<file path="src/rtl/lcd_pkg.sv">
// ---------------------------------------------------------------------------
// lcd_pkg -- shared definitions for the LCD serial receive path.
//   lcd_state_e         : receiver state (IDLE / RECV)
//   LCD_RS_INSTR/DATA   : meaning of the register-select line
//   LCD_TIMEOUT_CYCLES  : default idle-clk limit between bits of a byte
// ---------------------------------------------------------------------------
package lcd_pkg;

  typedef enum logic {
    ST_IDLE = 1'b0,
    ST_RECV = 1'b1
  } lcd_state_e;

  localparam logic LCD_RS_INSTR = 1'b0;
  localparam logic LCD_RS_DATA  = 1'b1;

  localparam int unsigned LCD_TIMEOUT_CYCLES = 100000;

endpackage

</file>
<file path="src/rtl/sync2.sv">
// ---------------------------------------------------------------------------
// sync2 -- two-flop synchronizer for signals asynchronous to clk.
//   clk, rst_n : system clock, async active-low reset
//   d_i        : asynchronous input
//   q_o        : synchronized output (two clk of delay)
// RST_VAL sets the value both stages take in reset, so a line that idles
// high does not produce a false edge when reset is released.
// ---------------------------------------------------------------------------
module sync2 #(
  parameter int unsigned       WIDTH   = 1,
  parameter logic [WIDTH-1:0]  RST_VAL = '0
) (
  input  logic             clk,
  input  logic             rst_n,
  input  logic [WIDTH-1:0] d_i,
  output logic [WIDTH-1:0] q_o
);

  logic [WIDTH-1:0] meta_q;
  logic [WIDTH-1:0] sync_q;

  // NOTE: registers are written with <= so every flop samples the values
  // from before the clock edge; = here would collapse the two stages.
  always_ff @(posedge clk or negedge rst_n) begin
    if (!rst_n) begin
      meta_q <= RST_VAL;
      sync_q <= RST_VAL;
    end else begin
      meta_q <= d_i;
      sync_q <= meta_q;
    end
  end

  assign q_o = sync_q;

endmodule

</file>
<file path="src/rtl/lcd_serial_rx.sv">
// ---------------------------------------------------------------------------
// lcd_serial_rx -- receiver for a 3-wire (+RS) LCD serial bus.
//   clk, rst_n        : system clock, async active-low reset
//   csb, scl, si, rs  : asynchronous bus pins (chip select low, clock idles
//                       high, data MSB first, register select)
//   byte_data/byte_rs : received byte and the rs level at its last bit
//   byte_valid        : byte held until byte_ready=1
//   byte_ready        : consumer accepts the held byte
//   frame_err         : 1-clk pulse, partial byte discarded
//   overrun           : 1-clk pulse, new byte dropped (old one not taken)
//   busy              : receiver is inside a csb-low frame
// Build option: define LCD_SERIAL_RX_TIMEOUT_EN to abort a partial byte
// after more than TIMEOUT_CYCLES clk without an scl rising edge.
// ---------------------------------------------------------------------------
module lcd_serial_rx
  import lcd_pkg::*;
#(
  parameter int unsigned TIMEOUT_CYCLES = LCD_TIMEOUT_CYCLES
) (
  input  logic       clk,
  input  logic       rst_n,
  input  logic       csb,
  input  logic       scl,
  input  logic       si,
  input  logic       rs,
  output logic [7:0] byte_data,
  output logic       byte_rs,
  output logic       byte_valid,
  input  logic       byte_ready,
  output logic       frame_err,
  output logic       overrun,
  output logic       busy
);

  if (TIMEOUT_CYCLES == 0) begin : g_bad_cfg
    $error("lcd_serial_rx: TIMEOUT_CYCLES must be nonzero");
  end

  logic csb_s, scl_s, si_s, rs_s;

  sync2 #(.WIDTH(1), .RST_VAL(1'b1)) u_sync_csb (.clk(clk), .rst_n(rst_n), .d_i(csb), .q_o(csb_s));
  sync2 #(.WIDTH(1), .RST_VAL(1'b1)) u_sync_scl (.clk(clk), .rst_n(rst_n), .d_i(scl), .q_o(scl_s));
  sync2 #(.WIDTH(1), .RST_VAL(1'b0)) u_sync_si  (.clk(clk), .rst_n(rst_n), .d_i(si),  .q_o(si_s));
  sync2 #(.WIDTH(1), .RST_VAL(1'b0)) u_sync_rs  (.clk(clk), .rst_n(rst_n), .d_i(rs),  .q_o(rs_s));

  lcd_state_e state_q;
  logic       scl_dly_q;
  logic [2:0] bit_cnt_q;
  logic [7:0] shreg_q;
  logic       done_q;      // byte completed last cycle, offer it now
  logic       last_rs_q;   // rs captured with the 8th bit
  logic [7:0] byte_data_q;
  logic       byte_rs_q;
  logic       byte_valid_q;
  logic       frame_err_q;
  logic       overrun_q;
  logic       scl_rise;

`ifdef LCD_SERIAL_RX_TIMEOUT_EN
  localparam int unsigned TO_W = $clog2(TIMEOUT_CYCLES + 1);
  logic [TO_W-1:0] idle_cnt_q;
`endif

  always_ff @(posedge clk or negedge rst_n) begin
    if (!rst_n) scl_dly_q <= 1'b1;
    else        scl_dly_q <= scl_s;
  end

  assign scl_rise = scl_s & ~scl_dly_q;

  always_ff @(posedge clk or negedge rst_n) begin
    if (!rst_n) begin
      state_q      <= ST_IDLE;
      bit_cnt_q    <= 3'd0;
      shreg_q      <= 8'h00;
      done_q       <= 1'b0;
      last_rs_q    <= LCD_RS_INSTR;
      byte_data_q  <= 8'h00;
      byte_rs_q    <= LCD_RS_INSTR;
      byte_valid_q <= 1'b0;
      frame_err_q  <= 1'b0;
      overrun_q    <= 1'b0;
`ifdef LCD_SERIAL_RX_TIMEOUT_EN
      idle_cnt_q   <= '0;
`endif
    end else begin
      frame_err_q <= 1'b0;
      overrun_q   <= 1'b0;
      done_q      <= 1'b0;

      // Output holding register. shreg_q cannot change in the cycle after
      // completion: a new scl rise needs scl_s to fall and rise again first.
      if (done_q) begin
        if (byte_valid_q && !byte_ready) begin
          overrun_q <= 1'b1;
        end else begin
          byte_data_q  <= shreg_q;
          byte_rs_q    <= last_rs_q;
          byte_valid_q <= 1'b1;
        end
      end else if (byte_ready) begin
        byte_valid_q <= 1'b0;
      end

      unique case (state_q)
        ST_IDLE: begin
          if (!csb_s) state_q <= ST_RECV;
        end
        ST_RECV: begin
          // csb release wins over a coincident scl edge.
          if (csb_s) begin
            state_q <= ST_IDLE;
            if (bit_cnt_q != 3'd0) frame_err_q <= 1'b1;
            bit_cnt_q <= 3'd0;
            shreg_q   <= 8'h00;
          end else if (scl_rise) begin
            shreg_q   <= {shreg_q[6:0], si_s};
            bit_cnt_q <= bit_cnt_q + 3'd1;  // wraps to 0 after the 8th bit
            if (bit_cnt_q == 3'd7) begin
              done_q    <= 1'b1;
              last_rs_q <= rs_s;
            end
          end
`ifdef LCD_SERIAL_RX_TIMEOUT_EN
          else if (bit_cnt_q != 3'd0 && idle_cnt_q == TO_W'(TIMEOUT_CYCLES)) begin
            frame_err_q <= 1'b1;
            bit_cnt_q   <= 3'd0;
            shreg_q     <= 8'h00;
          end
`endif
        end
        default: state_q <= ST_IDLE;
      endcase

`ifdef LCD_SERIAL_RX_TIMEOUT_EN
      // Counts clk since the last scl rise while a byte is partially in.
      if (state_q != ST_RECV || bit_cnt_q == 3'd0 || scl_rise)
        idle_cnt_q <= '0;
      else
        idle_cnt_q <= idle_cnt_q + TO_W'(1);
`endif
    end
  end

  assign byte_data  = byte_data_q;
  assign byte_rs    = byte_rs_q;
  assign byte_valid = byte_valid_q;
  assign frame_err  = frame_err_q;
  assign overrun    = overrun_q;
  assign busy       = (state_q != ST_IDLE);

endmodule

</file>
<file path="config.mk">
export PLATFORM = sky130hd
export DESIGN_NAME = lcd_serial_rx
export DESIGN_NICKNAME = d
export VERILOG_FILES = /design/src/rtl/lcd_pkg.sv /design/src/rtl/sync2.sv /design/src/rtl/lcd_serial_rx.sv
export SDC_FILE = /design/constraint.sdc
export NUM_CORES = 1
export LEC_CHECK = 0
export ABC_CLOCK_PERIOD_IN_PS = 1300
export CAP_MARGIN = 20
export CORE_ASPECT_RATIO = 0.75
export CORE_MARGIN = 4
export CORE_UTILIZATION = 45
export DETAILED_ROUTE_END_ITERATION = 16
export GPL_ROUTABILITY_DRIVEN = 1
export GPL_TIMING_DRIVEN = 0
export PLACE_DENSITY_LB_ADDON = 0.08
export SYNTH_ARGS = -nofsm -noshare
export SYNTH_HDL_FRONTEND = slang
export SYNTH_HIERARCHICAL = 1
export SYNTH_SLANG_ARGS = --single-unit
</file>
<file path="constraint.sdc">
create_clock -name clk -period 1.3 [get_ports clk]
set_input_delay 0.26 -clock clk [delete_from_list [all_inputs] [get_ports clk]]
set_output_delay 0.26 -clock clk [all_outputs]
set_load 0.005 [all_outputs]
</file>
==> results of run 1 <==
worst reg2reg max path: cells and delay by family (launching register included):
kind	cells	cell delay, ps
muxes	1	290
DFF	1	550
and+or+nand+nor	2	390
synthesized netlist by cell type, drive strengths merged:
master  number
inv          5
buf          2
a22o        10
dfstp        5
and4bb       1
nand2b       1
o21ai        1
ha           3
nor2         1
a21oi        1
dfrtp       30
nor2b        1
and2         1
nand2        3
mux2        11
logic make-up after synthesis:
| family | count (synthesis) | synth area share |
|---|---|---|
| compound gates | 12 | 0.0794 |
| buf+inv | 7 | 0.0234 |
| flops | 35 | 0.718 |
| fa+ha+maj | 3 | 0.0306 |
| mux | 11 | 0.104 |
| simple gates | 8 | 0.0448 |
what timing repair did:
item / in CTS / in global routing
buffers inserted: 1 / 0
pin swaps: 1 / 0
resized for setup: 14 / 2
endpoints found under the setup margin: 14 / 13
placed cells by master, fill, tap and decap left out:
master and instances:
clkdlybuf4s50_1 5, clkbuf_8 2, dfstp_2 5, mux2_4 1
nand2_1 2, inv_1 5, nand2_2 1, clkbuf_4 5
clkbuf_1 1, ha_2 1, and2_4 1, and4bb_4 1
clkdlybuf4s15_1 2, nor2b_1 1, a21oi_1 1, nor2_1 1
ha_1 2, buf_4 1, dlygate4sd2_1 11, a22o_1 10
nand2b_1 1, dfrtp_1 30, o21ai_1 1, buf_2 3
mux2_2 10
area by class of cell:
class	instances	area, sq um
inverters	5	18.8
multi-input cells	34	320
clock buffers	8	68.8
repair buffers	20	179
flip-flops and latches	35	882
plain buffers	2	10.0
well taps	36	45.0
fillers	230	1080
report_power, final:
group,total [mW],internal [mW],switching [mW]
Sequential,1.13,1.12,0.0135
Clock,0.653,0.318,0.335
Combinational,0.0756,0.0358,0.0398
worst min path at each step:
stage               slack (ps)       endpoint  cells past startpoint              from
floorplan                  -40   bit_cnt_q[0]                      0             rst_n
global placement           340  u_sync_si/q_o                      0  u_sync_si/meta_q
detailed placement         340  u_sync_si/q_o                      0  u_sync_si/meta_q
CTS                          6   byte_data[6]                      1             rst_n
global route                30           busy                      1             rst_n
finish                     -20   byte_data[6]                      1             rst_n
per-layer routing:
layer	global-route usage	vias to the layer above	share of wire
met5	0	-	0
li1	-	318	-
met1	0.164	329	0.47
met3	0.0573	2	0.044
met2	0.198	16	0.47
met4	0.0594	0	0.012
==> key figures, run 1 <==
Routing
  – Drt pass-1 iters: 3
  – Vias: 665
  – WL final: 1840 um
  – Routed vias/inst: 4.75
  – Initial drt markers: 39
  – Routed wire per std cell: 13.1 um
  – Post-route ant nets: 0
  – DRC Markers: 0

Setup path
  – Worst Setup EP: last_rs_q
  – Crit path max fanout: 3
  – Top delay family on crit path: flip-flops
  – Worst-path cell chain: and4bb_4 -> and2_4 -> mux2_4
  – Slowest stage delay, CP: 550 ps
  – CP Data Required Time: 1520 ps
  – Worst Reg-to-Reg Cells: 3
  – Worst setup EP type: flip-flop
  – Worst path depth: 3
  – FF-to-FF setup slack: -20 ps
  – R2r startpoint: u_sync_scl/q_o
  – Crit Path Category: flip-flop to flip-flop
  – Reg2reg end: last_rs_q
  – Critical Path Start: u_sync_scl/q_o
  – Slowest-stage cell, CP: dfstp_2
  – CP Buf/Inv Count: 0
  – Crit path launch type: flip-flop
  – Worst EP arrival: 1550 ps

Synthesis
  – Post-synth top area cell: dfrtp_1
  – Syn avg cell area: 16.2 sq um
  – Post-synth cell types: 17
  – Synth top area cells: dfrtp_1 (61%), dfstp_2 (11%), mux2_2 (9.2%)
  – Post-Synthesis Cells: 76
  – Net Count, Synth: 86
  – Synthesized cell area: 0.00123 sq mm
  – FF+latch count, synth: 35
  – Seq/Total Area, Yosys: 0.718
  – Share of the synthesized area in the top cell type: 0.611
  – Ys Warns: 6

Clock tree
  – Clock Sinks: 35
  – Longest Clk Path Bufs: 2
  – Skew-Pair Late Insertion Delay: 330 ps
  – Cts hold-fix bufs: 0
  – CTS buffer count: 5
  – CTS Root Cell: clkbuf_4
  – Htree depth: 2
  – CTS tree: built
  – Clock slew at reported path FFs: 100 ps

Floorplan
  – Initial core utilization: 0.472
  – Chip Width: 68.3 um
  – Die area: 0.00364 sq mm
  – IO Pins: 20
  – Chip height: 53.3 um
  – Row cnt: 16
  – Area of the core: 0.00260 sq mm

Power
  – Cell area power density: 1220 mW/mm^2
  – Power Total: 1.86 mW
  – Pleak: 0.790 nW
  – VDD IR-drop max: 0.691 mV

Timing
  – Min Tclk post-route: 1320 ps
  – Achievable Freq: 755 MHz
  – Setup TNS Final: -24.4 ps
  – Crit path setup slack, layout: -24.4 ps
  – Relative slew slack: 0.511
  – Least-Margin Pin Slew: 734 ps
  – Clk_skew: 7.82 ps
  – Final setup violation count: 1
  – Fin. max-slew vios: 0
  – Final Hold Vio Count: 28
  – Hold WS: -19.4 ps
  – RSZ-0062 raised after global routing: true
  – Tcrit/Tclk final: 1.02

Finish
  – Layout area overhead: 24.0%
  – Diode count: 0
  – Nets: 113
  – Layout cells sized above 1: 0.298
  – Post-layout util: 0.586
  – Finished Cell Area: 0.00152 sq mm
  – Cell Count, Final, Fillers Out: 140

Job
  – Max Cap Viol: 0

Worst hold path
  – HP Class: primary input to async pin

Place
  – Post-DP HPWL: 1220 um
  – PortBufs: 19
  – DP Area: 0.00146 sq mm
  – Worst Setup Slack post-DPL: -254 ps
  – Placed cells: 131
  – Placer Congestion: 0.650

Global route
  – Initial antenna violation count: 0
  – Total grt overflow: 0
  – Gr usage total: 0.132
  – Vias in the first global route: 707
  – Largest net degree at the start of global routing: 36
  – Global-route wire length before repair: 3310 um

Outcome
  – Outcome: complete, but fails checks
  – Failing checks: hold timing, setup timing
Power figures use the tool's default switching activity.
==> run 2: changes to the inputs <==
--- a/config.mk
+++ b/config.mk
@@ -7,7 +7,7 @@
 export LEC_CHECK = 0
 export ABC_CLOCK_PERIOD_IN_PS = 1300
 export CAP_MARGIN = 20
-export CORE_ASPECT_RATIO = 0.75
+export CORE_ASPECT_RATIO = 1.75
 export CORE_MARGIN = 4
 export CORE_UTILIZATION = 45
 export DETAILED_ROUTE_END_ITERATION = 16
==> run 2 against run 1 <==
The run ends with setup timing left. Non-clock buffer count stayed put. Die area is 0.68% higher. Critical path depth is 1 higher. Wire length is 2.3% lower. Global-route usage is 0.89 points lower. Total power is 3.5% higher. Clock skew is 1.5 ps lower. Final cell count is 7.1% lower. Sequential power hardly changed. Sequential share of layout area stayed put. Critical path type unchanged.
==> key figures, run 2 (synthesis results as in run 1) <==
Outcome
  – Outcome: complete, but fails checks
  – Failing checks: setup timing

Clock tree
  – CTS tree: built
  – Longest Clk Path Bufs: 2 (unchanged)
  – Clock Sinks: 35 (unchanged)
  – Skew-Pair Late Insertion Delay: 280 ps (-50 ps)
  – CTS buffer count: 5 (unchanged)
  – Clock slew at reported path FFs: 60 ps (-40 ps)
  – CTS Root Cell: clkbuf_8
  – Htree depth: 2 (unchanged)
  – Cts hold-fix bufs: 0 (unchanged)

Timing
  – Clk_skew: 6.29 ps (-1.53 ps)
  – Crit path setup slack, layout: -37.5 ps (-13.1 ps)
  – Final Hold Vio Count: 0 (-100%)
  – Fin. max-slew vios: 0 (unchanged)
  – Tcrit/Tclk final: 1.03 (+0.0101)
  – Min Tclk post-route: 1340 ps (+13.1 ps)
  – Achievable Freq: 748 MHz (-0.98%)
  – Least-Margin Pin Slew: 721 ps (-12.4 ps)
  – Final setup violation count: 1 (unchanged)
  – RSZ-0062 raised after global routing: true
  – Relative slew slack: 0.519 (+0.00828)

Finish
  – Most common cell after layout, fill and taps aside: dfrtp_1
  – Diode count: 0 (unchanged)
  – Layout area overhead: 24.0% (unchanged)
  – Cell Count, Final, Fillers Out: 130 (-7.1%)
  – Finished Cell Area: 0.00152 sq mm (unchanged)
  – Commonest non-fill, non-tap cells in the layout: dfrtp_1 (30), dlygate4sd2_1 (13), mux2_2 (10), a22o_1 (10)
  – Layout cells sized above 1: 0.279 (-0.0192)
  – Nets: 113 (unchanged)

Setup path
  – Reg2reg end: last_rs_q
  – Slowest stage delay, CP: 400 ps (-150 ps)
  – Crit Path Category: flip-flop to flip-flop
  – Crit path launch type: flip-flop
  – Worst setup EP type: flip-flop
  – CP Data Required Time: 1460 ps (-60 ps)
  – Crit path max fanout: 3 (unchanged)
  – Critical Path Start: bit_cnt_q[1]
  – Worst EP arrival: 1500 ps (-50 ps)
  – CP most frequent cell: ha_1
  – Worst-path cell chain: ha_1 -> ha_1 -> and2_4 -> mux2_4
  – CP Buf/Inv Count: 0 (unchanged)
  – Slowest-stage cell, CP: dfrtp_1
  – Top delay family on crit path: flip-flops
  – FF-to-FF setup slack: -40 ps (about the same)
  – Worst Reg-to-Reg Cells: 4 (+1)
  – R2r startpoint: bit_cnt_q[1]

Routing
  – Met2 wire length: 877 um (+1.9%)
  – Routed wire per std cell: 13.8 um (+5.2%)
  – Post-route ant nets: 0 (unchanged)
  – Drt pass-1 iters: 3 (unchanged)
  – Initial drt markers: 19 (-51%)
  – DRC Markers: 0 (unchanged)
  – Max layer used: met4
  – Routed vias/inst: 5.29 (+11%)
  – Met1 wire length: 742 um (-15%)
  – WL final: 1800 um (-2.3%)
  – Metal3 WL: 126 um (+56%)
  – Vias: 688 (+3.5%)

Power
  – Pleak: 0.802 nW (+1.6%)
  – VDD IR-drop max: 0.790 mV (+14%)
  – Cell area power density: 1260 mW/mm^2 (+3.5%)
  – Power Total: 1.93 mW (+3.5%)

Floorplan
  – Chip height: 77.1 um (+45%)
  – Initial core utilization: 0.481 (+0.00926)
  – Row cnt: 24 (+8)
  – Area of the core: 0.00255 sq mm (-1.9%)
  – IO Pins: 20 (unchanged)
  – Die area: 0.00366 sq mm (+0.68%)
  – Chip Width: 47.5 um (-30%)

Place
  – Placer Congestion: 0.748 (+15%)
  – Post-DP HPWL: 1230 um (+0.92%)
  – PortBufs: 19 (unchanged)
  – DP Area: 0.00145 sq mm (-0.86%)
  – Placed cells: 121 (-7.6%)

Global route
  – Global-route wire length before repair: 3180 um (-3.8%)
  – Initial antenna violation count: 0 (unchanged)
  – Vias in the first global route: 715 (+1.1%)
  – Total grt overflow: 0 (unchanged)
  – Gr usage total: 0.123 (-0.00890)
  – Largest net degree at the start of global routing: 36 (unchanged)

Job
  – Max Cap Viol: 0 (unchanged)

Worst hold path
  – HP Class: primary input to async pin
run 2: cell types whose count changed in the layout (fill, tap and decap cells not counted), sizes merged:
| cell | previous run | this run |
|---|---|---|
| clkbuf | 8 | 7 |
| dlygate4sd2 | 11 | 13 |
| clkdlybuf4s15 | 2 | 0 |
| clkinv | 0 | 1 |
run 2: layout make-up:
class	instances	area [sq um]
clock buffers	7	76.3
fillers	215	1030
multi-input cells	34	323
repair buffers	20	176
inverters	5	18.8
well taps	26	32.5
flip-flops and latches	35	882
plain buffers	2	10.0
clock inverters	1	5.00
run 2: worst max-delay path by stage:
stage                                  end  slack, ps  depth (start not counted)
after floorplan                  last_rs_q         20                          3
after global placement    u_sync_si/meta_q       -670                          1
after detailed placement      byte_data[1]       -250                          4
after CTS                        last_rs_q        -40                          3
after global routing             last_rs_q        -70                          3
final                            last_rs_q        -40                          4
run 2: layer usage:
layer / global-route usage / up-vias
met4: 0.0665 / 0
met2: 0.184 / 18
met1: 0.142 / 347
li1: - / 317
met5: 0 / -
met3: 0.0515 / 6
run 2: through the flow:
step	setup slack, ps	TNS [ps]	hold WS, ps	util
floorplan	17.0	0	-35.6	-
global placement	-671	-24070	334	0.569
detailed placement	-248	-2200	344	0.567
CTS	-44.0	-44.2	50.9	0.595
global route	-71.1	-335	82.6	0.597
finish	-37.5	-37.5	34.6	0.597
run 2: worst reg2reg max path, cell delays in order, from the launching register on:
cell     delay [ps]
dfrtp_1         400
ha_1            200
ha_1            180
and2_4          160
mux2_4          280
run 2: report_power, final:
group          internal (mW)  switching, mW
Clock                  0.375          0.339
Sequential              1.12         0.0134
Combinational         0.0371         0.0412
Total                   1.53          0.393
run 2: what timing repair did:
item                       4_1_cts  5_1_grt
gates cloned                     0        0
gates resized for setup         13        1
setup endpoints to repair       15       14
setup buffers                    1        0
pin swaps                        1        0
